File: src/rtl/isq_pkg.sv
// Shared types and defaults for the integer issue queue.
// Optional same-cycle bypass is controlled by the ISQ_BYPASS_EN macro in int_isq.
package isq_pkg;

    localparam int ISQ_DEPTH  = 8;
    localparam int ISQ_PREG_W = 6;

    typedef struct packed {
        logic [31:0]           pc;
        logic [31:0]           instr;
        logic [31:0]           offset;
        logic [2:0]            cx_type;
        logic [3:0]            alu_type;
        logic [2:0]            muldiv_type;
        logic                  is_load;
        logic                  is_store;
        logic [1:0]            size;
        logic                  need_to_wb;
        logic                  src1_is_reg;
        logic                  src2_is_reg;
        logic [ISQ_PREG_W-1:0] prs1;
        logic [ISQ_PREG_W-1:0] prs2;
        logic [ISQ_PREG_W-1:0] prd;
    } isq_payload_t;

endpackage

File: src/rtl/int_isq_age_select.sv
// Oldest-ready picker: grants the requester that no other live requester is older than.
// older[j][i] set means entry j is older than entry i.
module age_select #(
    parameter int N = 8
) (
    input  logic [N-1:0] req,
    input  logic [N-1:0] older [N],
    output logic [N-1:0] grant,
    output logic         any_valid
);

    logic [N-1:0] blocked_s;

    // An entry is blocked when any requesting entry is older than it
    always_comb begin
        blocked_s = {N{1'b0}};
        for (int i = 0; i < N; i++) begin
            for (int j = 0; j < N; j++) begin
                blocked_s[i] = blocked_s[i] | (req[j] & older[j][i]);
            end
        end
        grant     = req & ~blocked_s;
        any_valid = |req;
    end

endmodule

File: src/rtl/int_isq.sv
// Integer issue queue: wakeup tracking, age-ordered select, valid/ready issue.
// Define ISQ_BYPASS_EN to present an enqueue straight to issue when the queue is empty.
module int_isq
    import isq_pkg::*;
#(
    parameter int DEPTH  = ISQ_DEPTH,
    parameter int PREG_W = ISQ_PREG_W
) (
    input  logic                       clock,
    input  logic                       reset_n,
    input  logic                       flush,
    input  logic                       enq_valid,
    output logic                       enq_ready,
    input  isq_payload_t               enq_payload,
    input  logic                       enq_src1_ready,
    input  logic                       enq_src2_ready,
    input  logic                       wb0_valid,
    input  logic [PREG_W-1:0]          wb0_prd,
    input  logic                       wb1_valid,
    input  logic [PREG_W-1:0]          wb1_prd,
    output logic                       issue_valid,
    input  logic                       issue_ready,
    output isq_payload_t               issue_payload,
    output logic [$clog2(DEPTH+1)-1:0] count
);

    localparam int CW = $clog2(DEPTH + 1);
    localparam int PW = $bits(isq_payload_t);

    logic [DEPTH-1:0] valid_r, rdy1_r, rdy2_r;
    isq_payload_t     payload_r [DEPTH];
    logic [DEPTH-1:0] older_r [DEPTH];
    logic [CW-1:0]    count_r;

    logic [DEPTH-1:0] ready_s, grant_s, free_oh_s, wr_oh_s, issued_oh_s;
    logic             any_ready_s, enq_rdy1_s, enq_rdy2_s, enq_fire_s;
    logic             bypass_s, enq_write_s, q_issue_s;
    logic [PW-1:0]    mux_s;

    // Tag 0 is the architectural zero register and is never woken
    function automatic logic wake_hit(input logic [PREG_W-1:0] tag,
                                      input logic w0v, input logic [PREG_W-1:0] w0,
                                      input logic w1v, input logic [PREG_W-1:0] w1);
        return (tag != {PREG_W{1'b0}}) && ((w0v && (w0 == tag)) || (w1v && (w1 == tag)));
    endfunction

    age_select #(.N(DEPTH)) u_age_select (
        .req       (ready_s),
        .older     (older_r),
        .grant     (grant_s),
        .any_valid (any_ready_s)
    );

    // Entry readiness, enqueue acceptance, free-slot choice and bypass eligibility
    always_comb begin
        ready_s    = valid_r & rdy1_r & rdy2_r;
        enq_ready  = (count_r < CW'(DEPTH));
        enq_fire_s = enq_valid & enq_ready & ~flush;
        enq_rdy1_s = ~enq_payload.src1_is_reg | enq_src1_ready |
                     wake_hit(enq_payload.prs1, wb0_valid, wb0_prd, wb1_valid, wb1_prd);
        enq_rdy2_s = ~enq_payload.src2_is_reg | enq_src2_ready |
                     wake_hit(enq_payload.prs2, wb0_valid, wb0_prd, wb1_valid, wb1_prd);
        // Lowest clear bit of the valid vector, one-hot
        free_oh_s  = ~valid_r & (valid_r + {{(DEPTH-1){1'b0}}, 1'b1});
`ifdef ISQ_BYPASS_EN
        bypass_s   = enq_fire_s & (count_r == {CW{1'b0}}) & enq_rdy1_s & enq_rdy2_s;
`else
        bypass_s   = 1'b0;
`endif
    end

    // Issue mux and the per-slot write/clear masks for the next edge
    always_comb begin
        issue_valid = (any_ready_s | bypass_s) & ~flush;
        mux_s = {PW{1'b0}};
        for (int i = 0; i < DEPTH; i++) begin
            mux_s = mux_s | (payload_r[i] & {PW{grant_s[i]}});
        end
        if (bypass_s) begin
            issue_payload = enq_payload;
        end else begin
            issue_payload = isq_payload_t'(mux_s);
        end
        q_issue_s   = issue_valid & issue_ready & ~bypass_s;
        issued_oh_s = grant_s & {DEPTH{q_issue_s}};
        enq_write_s = enq_fire_s & ~(bypass_s & issue_ready);
        wr_oh_s     = free_oh_s & {DEPTH{enq_write_s}};
    end

    // Entry state, age matrix and occupancy
    always_ff @(posedge clock or negedge reset_n) begin
        if (!reset_n) begin
            valid_r <= {DEPTH{1'b0}};
            rdy1_r  <= {DEPTH{1'b0}};
            rdy2_r  <= {DEPTH{1'b0}};
            count_r <= {CW{1'b0}};
            for (int i = 0; i < DEPTH; i++) begin
                payload_r[i] <= {PW{1'b0}};
                older_r[i]   <= {DEPTH{1'b0}};
            end
        end else if (flush) begin
            valid_r <= {DEPTH{1'b0}};
            count_r <= {CW{1'b0}};
        end else begin
            for (int i = 0; i < DEPTH; i++) begin
                if (wr_oh_s[i]) begin
                    valid_r[i]   <= 1'b1;
                    payload_r[i] <= enq_payload;
                    rdy1_r[i]    <= enq_rdy1_s;
                    rdy2_r[i]    <= enq_rdy2_s;
                    older_r[i]   <= {DEPTH{1'b0}};
                end else begin
                    valid_r[i] <= valid_r[i] & ~issued_oh_s[i];
                    rdy1_r[i]  <= rdy1_r[i] | (valid_r[i] & payload_r[i].src1_is_reg &
                                  wake_hit(payload_r[i].prs1, wb0_valid, wb0_prd, wb1_valid, wb1_prd));
                    rdy2_r[i]  <= rdy2_r[i] | (valid_r[i] & payload_r[i].src2_is_reg &
                                  wake_hit(payload_r[i].prs2, wb0_valid, wb0_prd, wb1_valid, wb1_prd));
                    // Every live entry becomes older than the newcomer
                    older_r[i] <= older_r[i] | (wr_oh_s & {DEPTH{valid_r[i]}});
                end
            end
            count_r <= count_r + CW'(enq_write_s) - CW'(q_issue_s);
        end
    end

    assign count = count_r;

endmodule

File: config.mk
export PLATFORM = sky130hd
export DESIGN_NAME = int_isq
export DESIGN_NICKNAME = d
export VERILOG_FILES = /design/src/rtl/isq_pkg.sv /design/src/rtl/int_isq_age_select.sv /design/src/rtl/int_isq.sv
export SDC_FILE = /design/constraint.sdc
export NUM_CORES = 2
export LEC_CHECK = 0
export ABC_AREA = 1
export CORE_MARGIN = 4
export CORE_UTILIZATION = 45
export DETAILED_ROUTE_END_ITERATION = 8
export DONT_BUFFER_PORTS = 1
export PLACE_DENSITY = 0.65
export SLEW_MARGIN = 40
export SYNTH_ARGS = -nofsm -noshare
export SYNTH_HDL_FRONTEND = slang
export SYNTH_SLANG_ARGS = --single-unit
File: constraint.sdc
create_clock -name clock -period 6.45 [get_ports clock]
set_input_delay 0.3225 -clock clock [delete_from_list [all_inputs] [get_ports clock]]
set_output_delay 0.3225 -clock clock [all_outputs]
set_load 0.1 [all_outputs]
==> metrics.yaml <==
status: "complete, no violations"
endpoint_kind: "output pin"
nets: 7059
core_sq_um: 122000
r2r-start: "count[3]$_DFF_PN0_"
die-area_sq_um: 128000
stdcell_area_sq_um: 62600
fmax_mhz: 217
finalMaxSlewViolations: 0
grt_use_total: 0.296
cts_sinks: 1140
drc: 0
ys_types: 36
place_inst: 8246
drive_above_1_share: 0.0678
pwr-share-comb: 0.150
worst_skew_pair.late_latency_ns: 0.77
power_frac_clock: 0.395
gp_congestion: 0.937
p_sw_mw: 5.78
die_w_um: 358
clock_path_buffers: 3
r2r_slack_ns: 3.05
grt.overflow.total: 0
layout_setup_ws_ns: 1.85
grt_max_degree: 166
final.min_clock_period_ns: 4.60
min_path_cells: 8
avgSynthCellArea_sq_um: 7.83
internal_power_mw: 13.1
seqCellArea_sq_um: 28500
fin_tns_setup_ns: 0
vias: 50000
place_area_sq_um: 56700
drt_iter0_markers: 5641
dpl.hpwl_um: 105000
startpoint_type: "flop"
dp_slack_ns: 2.71
clock_skew_ns: 0.0262
multi_input_area_sq_um: 22300
synthTopCellsByArea: "dfrtp_1 (52%), nand2_1 (10%), nand3_1 (10%)"
die_y_um: 358
routed_wl_um: 191000
syn_area_sq_um: 55100
io_buffer_count: 0
yosys_most_used_dff: "dfrtp_1"
dr.pass1.iters: 9
power_density_nw_per_um2: 302
pwr-share-seq: 0.455
rsz0062_at_grt: "false"
post-route-period-util: 0.713
synth_top_area_cell: "dfrtp_1"
synthCells: 7039
cp.required_ns: 6.13
post_cts_resized: 0
yosys.area.top_type_share: 0.518
p_leak_nw: 32.1
postRouteAntennaNets: 0
worst_pin_slew_ns: 0.945
ys_seq_area_frac: 0.518
clk_pin_slew_ns: 0.06
synth_most_common_cell: "nand2_1"
swShare: 0.306
hold_path_class: "in2reg"
crit_fanout: 21
cts_tree: "done"
yosysWarnings: 0
async_flop_share: 1.00
cts_root_buf: "clkbuf_16"
slew_headroom: 0.370
numCtsBuffers: 131
cp.arrival_ns: 4.28
syn_nets: 7196
ff2ff_path_depth: 8
via_per_inst: 5.78
syn2layout_area_growth_pct: 13.5
ir_drop_mv: 0.286
worstHoldStart: "wb1_prd[5]"
synth_common_cells: "nand2_1 (1519), dfrtp_1 (1140), nand3_1 (1119), o21ai_0 (740), inv_1 (635)"
antenna_found_initial: 14
grt_pass1_wl_um: 294000
start_util: 0.453
grt_pass1_vias: 47600
io_pins: 289
num_rows: 128
hold_violations: 0
ys_ff_latch: 1140
routedWlPerCell_um: 22.1
synth-edff-count: 0
maxCapViolCount: 0
cts_max_level: 4
final_cells: 8638
worstHoldEndpoint: "rdy2_r[6]$_DFFE_PN0N_"
crit_type: "reg2out"
r2r-end: "payload_r[187]$_DFFE_PN0P_"
fillers: 11700
finalSetupViolCount: 0
-- worst max-delay path, cell delays in order, from the launching register on --
cell	delay (ns)
dfrtp_1	0.66
nand3_2	0.34
nor2_1	0.15
o21ai_0	0.15
nor2_4	0.72
nand2_1	0.58
o21ai_0	0.38
nor2_1	0.09
nand2_2	0.42
-- flip-flops by register name, summed over array words and instances, names as in the netlist --
| register | cells |
|---|---|
| valid_r | 8 |
| older_r | 64 |
| payload_r | 1048 |
| count | 4 |
| rdy1_r | 8 |
| rdy2_r | 8 |
-- kinds of logic (layout without fill, tap and decap cells) --
kind of cell / after synthesis / in the layout / share of synthesized area
and+or+nand+nor: 3389 / 3389 / 0.266
AOI/OAI and AO/OA: 1314 / 1314 / 0.122
buffers and inverters: 1145 / 1108 / 0.0855
DFF: 1140 / 1140 / 0.518
xor gates and xnor gates: 46 / 46 / 0.00731
adders and majority gates: 5 / 5 / 0.00127
other: 0 / 11 / 0
-- cells in the final DEF, fill, tap and decap left out, drive strengths merged, types with 8 or more instances in the layout --
cell type	Yosys	final
nand2	1519	1519
dfrtp	1140	1140
nand3	1130	1130
o21ai	889	889
inv	640	646
nor2	569	569
a21oi	331	331
clkbuf	186	194
dlygate4sd3	0	148
buf	314	82
and3	79	79
o22ai	71	71
nand4	41	41
nor3	38	38
clkinv	5	32
xor2	31	31
xnor2	15	15
o211ai	13	13
diode	0	11
or2	8	8
-- worst max path at each step --
stage	start	to
2_1_floorplan	count[3]$_DFF_PN0_	count[2]$_DFF_PN0_
3_3_place_gp	count[3]$_DFF_PN0_	payload_r[146]$_DFFE_PN0P_
5_1_grt	valid_r[3]$_DFF_PN0_	issue_payload[6]
6_report	valid_r[3]$_DFF_PN0_	issue_payload[11]
4_1_cts	valid_r[3]$_DFF_PN0_	issue_payload[11]
3_5_place_dp	valid_r[3]$_DFF_PN0_	issue_payload[11]
-- power by group through the flow --
stage	combinational (mW)	clock [mW]	sequential, mW
floorplan	2.06	0	8.57
global placement	2.62	0	8.66
detailed placement	2.74	0	8.69
CTS	2.84	7.58	8.58
global route	3.13	7.88	8.69
finish	2.84	7.46	8.59
-- final cells by class --
cell class / count / share of cell area
well taps: 1625 / 0.0325
inverters: 645 / 0.0393
diodes: 11 / 0.000440
clock inverters: 39 / 0.00636
multi-input cells: 4754 / 0.357
repair buffers: 230 / 0.0456
flip-flops and latches: 1140 / 0.456
clock buffers: 194 / 0.0625
-- repair_timing --
item                                   4_1_cts  5_1_grt
buffers inserted                             0        0
hold buffers                               148        0
endpoints found under the hold margin     1308        0
-- routing by layer --
| metal | global-route usage | wire [um] | up-vias |
|---|---|---|---|
| met5 | 0 | 35 | - |
| met1 | 0.407 | 80600 | 24300 |
| li1 | - | - | 22700 |
| met3 | 0.0620 | 17200 | 479 |
| met4 | 0.123 | 7470 | 6 |
| met2 | 0.457 | 85900 | 2406 |
-- per-stage QoR --
stage	power [mW]	hold slack, ns	utilization
6_report	18.9	0.0467	0.514
5_1_grt	19.7	0.0614	0.514
4_1_cts	19.0	0.00194	0.514
3_5_place_dp	11.4	0.0271	0.466
3_3_place_gp	11.3	0.0271	0.459
2_1_floorplan	10.6	0.0269	-
No activity file was read; power rests on OpenSTA's default activity.
